--- config.mk ---
export PLATFORM = sky130hd
export DESIGN_NAME = ifu
export DESIGN_NICKNAME = d
export VERILOG_FILES = /design/src/rtl/ifu_pkg.sv /design/src/rtl/ifu_npc.sv /design/src/rtl/ifu.sv
export SDC_FILE = /design/constraint.sdc
export NUM_CORES = 1
export LEC_CHECK = 0
export BUFFER_PORTS_ARGS = -buffer_cell sky130_fd_sc_hd__buf_2
export CAP_MARGIN = 20
export CORE_MARGIN = 1.5
export CORE_UTILIZATION = 40
export DETAILED_ROUTE_END_ITERATION = 12
export PLACE_DENSITY = 0.66
export SLEW_MARGIN = 25
export SYNTH_ARGS = -nofsm -noshare
export SYNTH_HDL_FRONTEND = slang
export SYNTH_SLANG_ARGS = --single-unit
--- constraint.sdc ---
create_clock -name clk -period 7.52 [get_ports clk]
set_input_delay 0.752 -clock clk [delete_from_list [all_inputs] [get_ports clk]]
set_output_delay 0.752 -clock clk [all_outputs]
set_load 0.005 [all_outputs]
--- src/rtl/ifu_pkg.sv ---
// Shared encodings and defaults for the instruction fetch unit.
package ifu_pkg;

  typedef enum logic [1:0] {
    NPC_SEQ = 2'b00,
    NPC_BR  = 2'b01,
    NPC_J   = 2'b10,
    NPC_JR  = 2'b11
  } npc_sel_t;

  localparam logic [31:0] DEFAULT_RESET_PC  = 32'h0000_3000;
  localparam logic [31:0] DEFAULT_NOP_INSTR = 32'h0000_0000;

  // Word offset of a branch: sign-extended imm16 scaled to bytes.
  function automatic logic [31:0] branch_offset(input logic [15:0] imm16);
    return {{14{imm16[15]}}, imm16, 2'b00};
  endfunction

endpackage

--- src/rtl/ifu_npc.sv ---
// Next-PC target calculation for control transfers resolved in ID.
module ifu_npc
  import ifu_pkg::*;
(
  input  logic [1:0]  npc_sel,
  input  logic [31:0] id_pc4,
  input  logic [15:0] imm16,
  input  logic [25:0] instr_index,
  input  logic [31:0] jr_target,
  output logic [31:0] target
);

  always_comb begin
    // NOTE: default first so every path assigns target and no latch is inferred.
    target = id_pc4;
    case (npc_sel_t'(npc_sel))
      NPC_BR:  target = id_pc4 + branch_offset(imm16);
      NPC_J:   target = {id_pc4[31:28], instr_index, 2'b00};
      NPC_JR:  target = jr_target;
      default: target = id_pc4;
    endcase
  end

endmodule

--- src/rtl/ifu.sv ---
// Instruction fetch unit: PC register, IF/ID pipeline register, redirect/stall control.
module ifu
  import ifu_pkg::*;
#(
  parameter logic [31:0] RESET_PC  = DEFAULT_RESET_PC,
  parameter logic [31:0] NOP_INSTR = DEFAULT_NOP_INSTR
) (
  input  logic        clk,
  input  logic        rst,
  input  logic        stall,
  input  logic        redirect,
  input  logic [1:0]  npc_sel,
  input  logic [15:0] imm16,
  input  logic [25:0] instr_index,
  input  logic [31:0] jr_target,
  output logic [11:0] im_addr,
  input  logic [31:0] im_dout,
  output logic [31:0] pc,
  output logic [31:0] id_instr,
  output logic [31:0] id_pc,
  output logic [31:0] id_pc4,
  output logic        id_valid,
  output logic        misalign
);

  logic [31:0] target;
  logic [31:0] pc_plus4;
  logic        flush;
  logic        advance;

  ifu_npc npc (
    .npc_sel     (npc_sel),
    .id_pc4      (id_pc4),
    .imm16       (imm16),
    .instr_index (instr_index),
    .jr_target   (jr_target),
    .target      (target)
  );

  assign im_addr  = pc[11:0];
  assign pc_plus4 = pc + 32'd4;
  assign flush    = redirect && (npc_sel_t'(npc_sel) != NPC_SEQ);
  // A sequential-kind redirect overrides stall just like a taken one.
  assign advance  = !stall || redirect;

  // NOTE: non-blocking assignments here so every register samples pre-edge values.
  always_ff @(posedge clk) begin
    misalign <= 1'b0;
    if (rst) begin
      pc       <= RESET_PC;
      id_instr <= NOP_INSTR;
      id_pc    <= '0;
      id_pc4   <= '0;
      id_valid <= 1'b0;
    end else if (flush) begin
      pc       <= {target[31:2], 2'b00};
      id_instr <= NOP_INSTR;
      id_pc    <= pc;
      id_pc4   <= pc_plus4;
      id_valid <= 1'b0;
      misalign <= |target[1:0];
    end else if (advance) begin
      pc       <= pc_plus4;
      id_instr <= im_dout;
      id_pc    <= pc;
      id_pc4   <= pc_plus4;
      id_valid <= 1'b1;
    end
  end

endmodule

After elaboration in Yosys (flattened, before gate mapping)
Index checks and enable logic that the tools add are counted.
Widths: inputs -> output; s select.
- register bits: 130
- output and inout bits: 142
- logic and storage cells: 28
- add/sub/neg operators: 2
- eq/ne operators: 3
- multiplexer cells: 7
- bitwise gates (word level): 1
- reduce and logical (&&, ||, !) cells: 8
- operators by type and width (operator ; count):
    $mux 32 ; 6
    $pmux 32 s3 ; 1
    $add 32x3->32 const B ; 1
    $add 32x32->32 ; 1
    $reduce_or 2->1 ; 3
    $eq 2x2->1 const B ; 2
    $reduce_bool 2->1 ; 2
    $eq 2x1->1 const B ; 1
    $logic_and 1x1->1 ; 1
    $logic_not 1->1 ; 1
    $logic_or 1x1->1 ; 1
    $not 1->1 ; 1

Longest topological paths before layout
Gate-level depths: netlist (run 1).
- word-level depth: 4
- depth in mapped cells: 11

By module
From an unflattened synthesis (run 1), not the netlist that was laid out.
- cells, all modules: 1011
- area total of the unflattened synthesis: 8150.3 µm²
- by module, submodules not included (module ; instances ; cells an instance ; area an instance (µm²) ; sequential area each (µm²)):
    ifu ; 1 ; 746 ; 5878.1 ; 2482.4
    ifu_npc ; 1 ; 265 ; 2272.2 ; 0.0

Worst setup path before layout (run 1)
Ideal clock, no wire load.
- kind: in2reg
- start: input port imm16[0]
- end: register pc[24]
- library setup time: 0.091 ns
- data arrival time: 3.016 ns
- slack: 4.413 ns
- stages on the path: 11
- path buffers: 0
- cell sequence: ha_1 > inv_1 > fa_1 > nand2b_1 > a21oi_1 > o211ai_1 > o211ai_2 > a21boi_1 > o31a_1 > or4b_1 > a311oi_1
- word-level cells in the longest chain between the ends: 3
- RTL lines (element ; line ; source):
    start: declaration ; ifu.sv:13 ; input logic [15:0] imm16,
    $add 32x32->32 ; ifu_npc.sv:17 ; NPC_BR: target = id_pc4 + branch_offset(imm16);
    $pmux 32 s3 ; ifu_npc.sv:16 ; case (npc_sel_t'(npc_sel))
    $mux 32 ; ifu.sv:55 ; end else if (flush) begin
    end signal: assignment ; ifu.sv:56 ; pc <= {target[31:2], 2'b00};
    end signal: assignment ; ifu.sv:63 ; pc <= pc_plus4;
    end: declaration ; ifu.sv:18 ; output logic [31:0] pc,
No other way between the ends.
A chain may end at the register's enable or synchronous reset.

Worst setup path after layout (run 1)
Ends and elaborated chain as after synthesis.

==> metrics, run 1 <==
status=completed; NumNets Final=1330; VDD IR max=0.158 mV; post-synthesis cell count=1001; Hold WC Path Type=flop to flop; DRC=0; Synth async-reset ratio=0; max cap viols=0; Worst Setup End Kind=flop; post-synthesis sequential area ratio=0.327; most common cell after layout, fill and taps aside=buf_2; clk buf depth=2; final setup vio count=0; Die Y=141 um; # fillers=1856; crit start category=input pin; Routed WL per cell=17.7 um; Clock Latency Late Sink=0.42 ns; Initial Utilization=0.407; layout cell share with drive strength beyond 1=0.253; cell depth of the worst setup path=12; cell area power density=220 nW/um2; Synth area leaders=dfxtp_1 (33%), nand2_1 (9.5%), a21oi_1 (9.0%); Hold Fails Final Rpt=0; Hold-fix buffers, CTS=0; maximum clock rate=0.318 GHz; vias in the first global route=7445; skew final=0.00644 ns; clock transition at the registers of the reported paths=0.06 ns; chip width=141 um; largest net degree at the start of global routing=95; post-synth cell types=73; total CTS buffers=17; hold path depth=2; antenna viol nets, final=0; Final min period=3.14 ns; Area growth, synth to finish=24.3%; Pleak=4.34 nW; Total Routing Usage GR=0.255; Die Area=19800 um2; Top Ports=254; EDFF count, synth=0; commonest non-fill, non-tap cells in the layout=buf_2 (244), nand2_1 (192), a21oi_1 (137); Critical-path top delay cell=or4b_1; Largest delay share family, worst path=compound AO/OA/AOI/OAI gates; Slew Limit Fails=0; num rows=50; initial antenna violation count=4; critical-path maximum fanout=4; hold slack=0.446 ns; detailed-route via count=7929; initial DRC count=543; setup TNS=0 ns; Multi-input gate area=4640 um2; Buffers on Ports=245; Yosys reg bits=124; Critical Path RT=7.85 ns; RSZ-0062 raised after global routing=false; grt total ovfl=0; register area=2480 um2; Yosys top cell area share=0.327; crit path DAT=3.47 ns; root buf cell=clkbuf_16; Final Cycle Share=0.418; dominant synthesized flop cell=dfxtp_1; total power draw=0.00208 W; Slew @ Worst Pin=0.822 ns; first-pass GRT wire length=40300 um; post-synthesis cell area=7590 um2; clock tree from TritonCTS=built; Crit path buffers/inverters=2; length of the first detailed-routing pass in iterations=5; clk sink count=124; vias per inst=5.52; Ys Warns=0; final wirelength=25400 um; # Post-CTS Setup Buffers=0; CP Class=input pin to flop; Yosys top cell by area=dfxtp_1; detailed placement HPWL=17700 um; Core Area=18600 um2; routability cong.=0.969; H-tree Lvls=4; CP cell instances=buf_2 > ha_1 > inv_1 > fa_1 > nand2b_1 > a21oi_1 > o211ai_1 > o211ai_2 > a21boi_1 > o31a_1 > or4b_1 > a311oi_1; reg2reg path depth=11; post-CTS sizing=0; relative slew slack=0.452; critical path's largest stage delay=0.47 ns; mean post-synth cell area=7.58 um2
==> flip-flops by register name, summed over array words and instances, names as in the netlist <==
name,count
id_pc,30
id_instr,32
misalign,1
id_pc4,30
id_valid,1
pc,30
==> layout make-up <==
type                       instances  area share
tap                              234      0.0311
sequential                       124       0.263
multi-input combinational        782       0.492
antenna                            2    0.000531
inverter                           8     0.00319
timing repair buffer             254       0.140
clock buffer                      21      0.0499
clock inverter                    11      0.0200
==> worst paths after layout <==
| kind | from | to | slack (ns) |
|---|---|---|---|
| worst max-delay path | imm16[0] | pc[24] | 4.38 |
| worst min-delay path | id_instr[6] | id_instr[6] | 0.45 |
| worst max register to register | id_pc4[2] | pc[24] | 4.42 |
| worst min register to register | id_instr[6] | id_instr[6] | 0.45 |
==> Yosys cell counts (3+ instances only) <==
| cell type | instances |
|---|---|
| nand3b_1 | 3 |
| nand3_1 | 19 |
| a32oi_1 | 3 |
| nand2b_1 | 9 |
| nand2_1 | 192 |
| a31oi_1 | 9 |
| buf_4 | 21 |
| buf_1 | 12 |
| o21a_1 | 8 |
| mux2i_1 | 20 |
| o221ai_1 | 6 |
| ha_1 | 30 |
| dfxtp_1 | 124 |
| and2_1 | 9 |
| clkbuf_1 | 52 |
| mux2_2 | 3 |
| xnor2_1 | 29 |
| a21boi_0 | 3 |
| nor2_1 | 73 |
| and3_1 | 11 |
| nor4_1 | 4 |
| a21o_1 | 13 |
| a41oi_1 | 5 |
| xor2_1 | 21 |
| o21ai_0 | 50 |
| nor3_1 | 12 |
| a21oi_1 | 137 |
| nand4_1 | 7 |
| nor2b_1 | 7 |
| inv_1 | 8 |
| a211oi_1 | 33 |
| a22oi_1 | 3 |
| o211ai_1 | 6 |
==> per-layer routing <==
| layer | track usage | wire length, um | up-vias |
|---|---|---|---|
| li1 | - | - | 3884 |
| met2 | 0.404 | 11300 | 325 |
| met1 | 0.337 | 11500 | 3663 |
| met4 | 0.0927 | 592 | 4 |
| met5 | 0 | 23 | - |
| met3 | 0.0645 | 2020 | 53 |
==> stage by stage <==
stage                      util  cell area [um2]  setup WS (ns)  instances
after floorplan               -             7610           4.41       1008
after global placement    0.469             8740           4.04       1401
after detailed placement  0.469             8740           3.99       1401
after CTS                 0.504             9400           4.41       1433
after global routing      0.506             9430           4.14       1435
final                     0.506             9430           4.38       1436
==> logic make-up (layout without fill, tap and decap cells) <==
kind of cell	Yosys count	in the layout	synth area share
muxes	23	23	0.0308
adders and majority gates	31	31	0.0521
other	1	10	0.000494
and+or+nand+nor	369	369	0.224
DFF	124	124	0.327
xor gates and xnor gates	50	50	0.0577
buffers and inverters	102	294	0.0665
AOI/OAI and AO/OA	301	301	0.241
==> power breakdown <==
group	internal, W	total (W)	switching, W
Sequential	0.000702	0.000756	0.0000542
Clock	0.000614	0.000933	0.000319
Combinational	0.000168	0.000390	0.000223
==> worst register-to-register path, cell delays in order (launching register included) <==
cell	delay, ns
dfxtp_1	0.36
ha_1	0.19
inv_1	0.06
fa_1	0.38
nand2b_1	0.20
a21oi_1	0.30
o211ai_1	0.17
o211ai_2	0.15
a21boi_1	0.17
o31a_1	0.36
or4b_1	0.47
a311oi_1	0.20
Power figures use the tool's default switching activity.
==> run 2: changes to the inputs <==
==> constraint.sdc (replaced) <==
create_clock -name clk -period 3.3 [get_ports clk]
set_input_delay 0.33 -clock clk [delete_from_list [all_inputs] [get_ports clk]]
set_output_delay 0.33 -clock clk [all_outputs]
set_load 0.005 [all_outputs]
==> run 2 against run 1 <==
First-iteration DRC count is 16% lower. Clock skew is 0.0019 ns higher. Hold slack got worse by 0.30 ns. Total power up 120%. Clock-buffer cell count unchanged. Via count increased by 0.71%. Critical path type is now flop to flop. Critical endpoint unchanged. Largest power group unchanged. Highest routed layer is now met4.
==> metrics, run 2 (same netlist as run 1, synthesis figures left out) <==
Hold WC Path Type=input pin to flop; Routed WL per cell=17.7 um (about the same); crit path DAT=3.42 ns (-0.05 ns); relative slew slack=0.402 (-0.0493); VDD IR max=0.396 mV (+150%); Psw=0.00136 W (+130%); final setup vio count=0 (unchanged); post-CTS sizing=0 (unchanged); num rows=50 (unchanged); Die Y=141 um (unchanged); vias in the first global route=7681 (+3.2%); chip width=141 um (unchanged); Pint=0.00332 W (+120%); Slew @ Worst Pin=0.890 ns (+0.0680 ns); Die Area=19800 um2 (unchanged); Hold-fix buffers, CTS=0 (unchanged); NumNets Final=1352 (+1.7%); clock transition at the registers of the reported paths=0.06 ns (about the same); clk sink count=124 (unchanged); final wirelength=25800 um (+1.5%); Gate power share=0.200 (+0.012); vias per inst=5.48 (-0.68%); sequential group share of total power=0.363 (about the same); root buf cell=clkbuf_16; largest net degree at the start of global routing=67 (-29%); max reg flops=32 (unchanged); clock share of power=0.436 (-0.013); crit start category=flop; met2 GRT Util=0.422 (+0.0184); Initial Utilization=0.407 (unchanged); Pleak=4.43 nW (+2.0%); Final Cycle Share=0.937; Worst Setup End Kind=flop; length of the first detailed-routing pass in iterations=4 (-1); most used routing layer=met2; setup TNS=0 ns (unchanged); most common cell after layout, fill and taps aside=buf_2; hold slack=0.144 ns (-0.302 ns); Total Routing Usage GR=0.261 (+0.00552); critical-path maximum fanout=4 (unchanged); first-pass GRT wire length=40600 um (+0.91%); status=completed; met1 Resource Use GR=0.340 (+0.00322); skew final=0.00839 ns (+0.00195 ns); initial DRC count=456 (-16%); layout cell share with drive strength beyond 1=0.267 (+0.0134); # fillers=1837 (-1.0%); DRC=0 (unchanged); Area growth, synth to finish=26.0%; commonest non-fill, non-tap cells in the layout=buf_2 (244), nand2_1 (192), a21oi_1 (137); antenna viol nets, final=0 (unchanged); Critical Path RT=3.63 ns (-4.22 ns); max cap viols=0 (unchanged); total inserted antenna cells=0 (-2); maximum clock rate=0.324 GHz; Core Area=18600 um2 (unchanged); CP Class=flop to flop; total power draw=0.00468 W (+120%); routability cong.=0.928 (-4.2%); detailed placement HPWL=18300 um (+3.3%); grt met3 use=0.0700 (+0.00543); H-tree Lvls=4 (unchanged); largest reg by FF count=id_instr; Buffers on Ports=245 (unchanged); cell area power density=489 nW/um2 (+120%); clock tree from TritonCTS=built; detailed-route via count=7985 (+0.71%); RSZ-0062 raised after global routing=false; Reg2Reg Setup Slack=0.21 ns (-4.21 ns); Top Ports=254 (unchanged); Clock Latency Late Sink=0.42 ns (about the same); # Post-CTS Setup Buffers=0 (unchanged); total CTS buffers=17 (unchanged); Hold Fails Final Rpt=0 (unchanged); initial antenna violation count=0 (-4); Slew Limit Fails=0 (unchanged); sw frac=0.290 (+0.00365); grt total ovfl=0 (unchanged); Final min period=3.09 ns; clk buf depth=2 (unchanged)
run 2: cell count changes in the layout (fill, tap and decap cells not counted), sizes merged:
cell,change
bufinv,-1
diode,-2
clkinvlp,+2
buf,+22
clkinv,-1
run 2: power by group through the flow:
stage	Sequential (W)	Clock, W	Combinational [W]
6_report	0.00170	0.00204	0.000937
5_1_grt	0.00171	0.00215	0.00104
4_1_cts	0.00170	0.00208	0.000935
3_5_place_dp	0.00173	0	0.000931
3_3_place_gp	0.00173	0	0.000928
2_1_floorplan	0.00171	0	0.000588
run 2: metrics by stage:
step | worst slack (ns) | area, um2 | instances | util
after floorplan | 0.587 | 7610 | 1008 | -
after global placement | 0.292 | 8920 | 1424 | 0.479
after detailed placement | 0.188 | 8920 | 1424 | 0.479
after CTS | 0.232 | 9560 | 1456 | 0.513
after global routing | 0.0819 | 9560 | 1456 | 0.513
final | 0.209 | 9560 | 1456 | 0.513
run 2: critical path: stages (launching register included):
cell and delay [ns]:
dfxtp_1 0.35, ha_1 0.17, inv_1 0.05, fa_1 0.38, nand2b_1 0.23, a21oi_1 0.26
o211ai_1 0.17, o211ai_2 0.15, a21boi_1 0.17, o31a_1 0.36, or4b_1 0.50, a311oi_1 0.22
run 2: cell type report:
| class | count | area [um2] | area share |
|---|---|---|---|
| clock buffers | 21 | 470 | 0.0492 |
| clock inverters | 11 | 165 | 0.0173 |
| inverters | 8 | 30.0 | 0.00314 |
| multi-input cells | 782 | 4640 | 0.486 |
| flip-flops and latches | 124 | 2480 | 0.260 |
| well taps | 234 | 293 | 0.0306 |
| repair buffers | 276 | 1470 | 0.154 |
run 2: path summary, 6_finish.rpt:
kind	startpoint	endpoint	depth (start not counted)
worst max-delay path	id_pc4[2]	pc[24]	11
worst min-delay path	im_dout[4]	id_instr[4]	3
worst max register to register	id_pc4[2]	pc[24]	11
worst min register to register	id_instr[9]	id_instr[9]	2
run 2: metal layers:
metal | wire length [um] | share of wire | up-vias
met2 | 11800 | 0.46 | 291
met5 | 0 | 0 | -
met3 | 1910 | 0.074 | 34
met4 | 463 | 0.018 | 0
li1 | - | - | 3932
met1 | 11600 | 0.45 | 3728
==> run 3: changes to the inputs <==
--- a/config.mk
+++ b/config.mk
@@ -7,6 +7,7 @@
 export LEC_CHECK = 0
 export BUFFER_PORTS_ARGS = -buffer_cell sky130_fd_sc_hd__buf_2
 export CAP_MARGIN = 20
+export CORE_ASPECT_RATIO = 1.2
 export CORE_MARGIN = 1.5
 export CORE_UTILIZATION = 40
 export DETAILED_ROUTE_END_ITERATION = 12
==> constraint.sdc (replaced) <==
create_clock -name clk -period 3.5 [get_ports clk]
set_input_delay 0.35 -clock clk [delete_from_list [all_inputs] [get_ports clk]]
set_output_delay 0.35 -clock clk [all_outputs]
set_load 0.005 [all_outputs]
==> run 3 against run 2 <==
Clock skew is 0.0024 ns lower. Total power is 7.6% lower. Global-route usage fell by 0.64 points. Hold slack improved by 0.027 ns. Sequential cell count stayed put. Non-clock buffer count shrank 8. Wire length decreased by 2.2%. Clock-buffer cell count down 4.
==> metrics, run 3 (same netlist as run 1, synthesis figures left out) <==
Die Y=154 um (+9.3%); Top Ports=254 (unchanged); Pleak=4.38 nW (-1.2%); fin worst setup slack=0.388 ns (+0.179 ns); final setup vio count=0 (unchanged); Post-Place Setup Slack=0.329 ns (+0.140 ns); skew final=0.00602 ns (-0.00237 ns); FF-to-FF End=pc[24]; Worst Setup End Kind=flop; Slew @ Worst Pin=0.642 ns (-0.248 ns); Final min period=3.11 ns (+0.0214 ns); length of the first detailed-routing pass in iterations=7 (+3); routability cong.=0.935 (+0.70%); commonest non-fill, non-tap cells in the layout=buf_2 (244), nand2_1 (192), a21oi_1 (137); detailed-route via count=7952 (-0.41%); clock tree from TritonCTS=built; Reg2Reg Setup Slack=0.39 ns (+0.18 ns); Total Routing Usage GR=0.254 (-0.00640); Buffers on Ports=245 (unchanged); clock transition at the registers of the reported paths=0.06 ns (about the same); total CTS buffers=17 (unchanged); final wirelength=25200 um (-2.2%); Hold Fails Final Rpt=0 (unchanged); post-CTS sizing=0 (unchanged); crit start category=flop; Final Cycle Share=0.889 (-0.0474); VDD IR max=0.338 mV (-15%); Hold WC Path Type=input pin to flop; H-tree Lvls=4 (unchanged); crit path DAT=3.44 ns (+0.02 ns); cell area power density=455 nW/um2 (-7.1%); grt total ovfl=0 (unchanged); Area growth, synth to finish=25.3%; total power draw=0.00432 W (-7.6%); maximum clock rate=0.321 GHz (-0.69%); initial antenna violation count=1 (+1); initial DRC count=648 (+42%); max cap viols=0 (unchanged); hold path depth=3 (unchanged); clk buf depth=2 (unchanged); antenna viol nets, final=0 (unchanged); first-pass GRT wire length=39700 um (-2.4%); min-delay src=im_dout[9]; vias per inst=5.41 (-1.4%); # Post-CTS Setup Buffers=0 (unchanged); largest net degree at the start of global routing=56 (-16%); DRC=0 (unchanged); status=completed; CP Class=flop to flop; Initial Utilization=0.405 (-0.00163); detailed placement HPWL=18200 um (-0.54%); Die Area=19800 um2 (about the same); # fillers=1932 (+5.2%); Routed WL per cell=17.1 um (-3.2%); Critical Path RT=3.83 ns (+0.20 ns); vias in the first global route=7486 (-2.5%); chip width=129 um (-8.5%); Placed Area=8890 um2 (-0.36%); setup TNS=0 ns (unchanged); clk sink count=124 (unchanged); Slew Limit Fails=0 (unchanged); Worst R2R Start=id_pc4[2]; max reg flops=32 (unchanged); relative slew slack=0.572 (+0.169); critical-path maximum fanout=4 (unchanged); num rows=55 (+10%); post-route cell area=9500 um2 (-0.55%); Multi-input gate area=4640 um2 (unchanged); NumNets Final=1344 (-0.59%); Core Area=18700 um2 (+0.40%); Hold-fix buffers, CTS=0 (unchanged); largest reg by FF count=id_instr; register area=2480 um2 (unchanged); most common cell after layout, fill and taps aside=buf_2; Hold Path End=id_instr[9]; reg2reg path depth=11 (unchanged); Clock Latency Late Sink=0.42 ns (about the same); RSZ-0062 raised after global routing=false; layout cell share with drive strength beyond 1=0.263 (-0.00401); root buf cell=clkbuf_16
run 3: cell count changes in the layout (fill, tap and decap cells not counted), sizes merged:
cell      previous run  this run
buf                276       268
bufinv               4         3
clkbuf              21        17
clkinv               3         4
clkinvlp             4         3
diode                0         1
inv                  8        13
run 3: stage by stage:
| step | hold slack (ns) | util | instances |
|---|---|---|---|
| global placement | 0.434 | 0.475 | 1438 |
| global route | 0.158 | 0.508 | 1471 |
| finish | 0.171 | 0.508 | 1471 |
| CTS | 0.146 | 0.508 | 1470 |
| floorplan | 0.448 | - | 1008 |
| detailed placement | 0.440 | 0.475 | 1438 |
run 3: critical path: stages (launching register included):
cell and delay, ns:
dfxtp_1 0.34, ha_1 0.17, inv_1 0.06, fa_1 0.38
nand2b_1 0.21, a21oi_1 0.32, o211ai_1 0.17, o211ai_2 0.15
a21boi_1 0.18, o31a_1 0.36, or4b_1 0.48, a311oi_1 0.22
run 3: cell type report:
cell class | count | share of cell area
antenna | 1 | 0.000263
clock buffer | 17 | 0.0448
clock inverter | 15 | 0.0197
inverter | 8 | 0.00316
multi-input combinational | 782 | 0.488
sequential | 124 | 0.261
tap | 256 | 0.0337
timing repair buffer | 268 | 0.149
run 3: report_power, final:
group	internal (W)	total, W	leakage (nW)	switching (W)
clock	0.00113	0.00185	0.291	0.000720
sequential	0.00151	0.00161	1.02	0.000104
combinational	0.000370	0.000859	3.07	0.000488
total	0.00301	0.00432	4.38	0.00131
run 3: layer usage:
metal  vias up  track usage  share of wire
met2       295        0.426           0.48
met4         0       0.0926          0.027
met5         -            0              0
li1       3918            -              -
met1      3692        0.318           0.43
met3        47       0.0571          0.062
run 3: how the worst max path moves through the flow:
| stage | cells past startpoint | end | from |
|---|---|---|---|
| after floorplan | 11 | pc[24] | id_pc4[2] |
| after global placement | 12 | pc[24] | imm16[0] |
| after detailed placement | 12 | pc[24] | imm16[0] |
| after CTS | 11 | pc[24] | id_pc4[2] |
| after global routing | 11 | pc[24] | id_pc4[2] |
| final | 11 | pc[24] | id_pc4[2] |
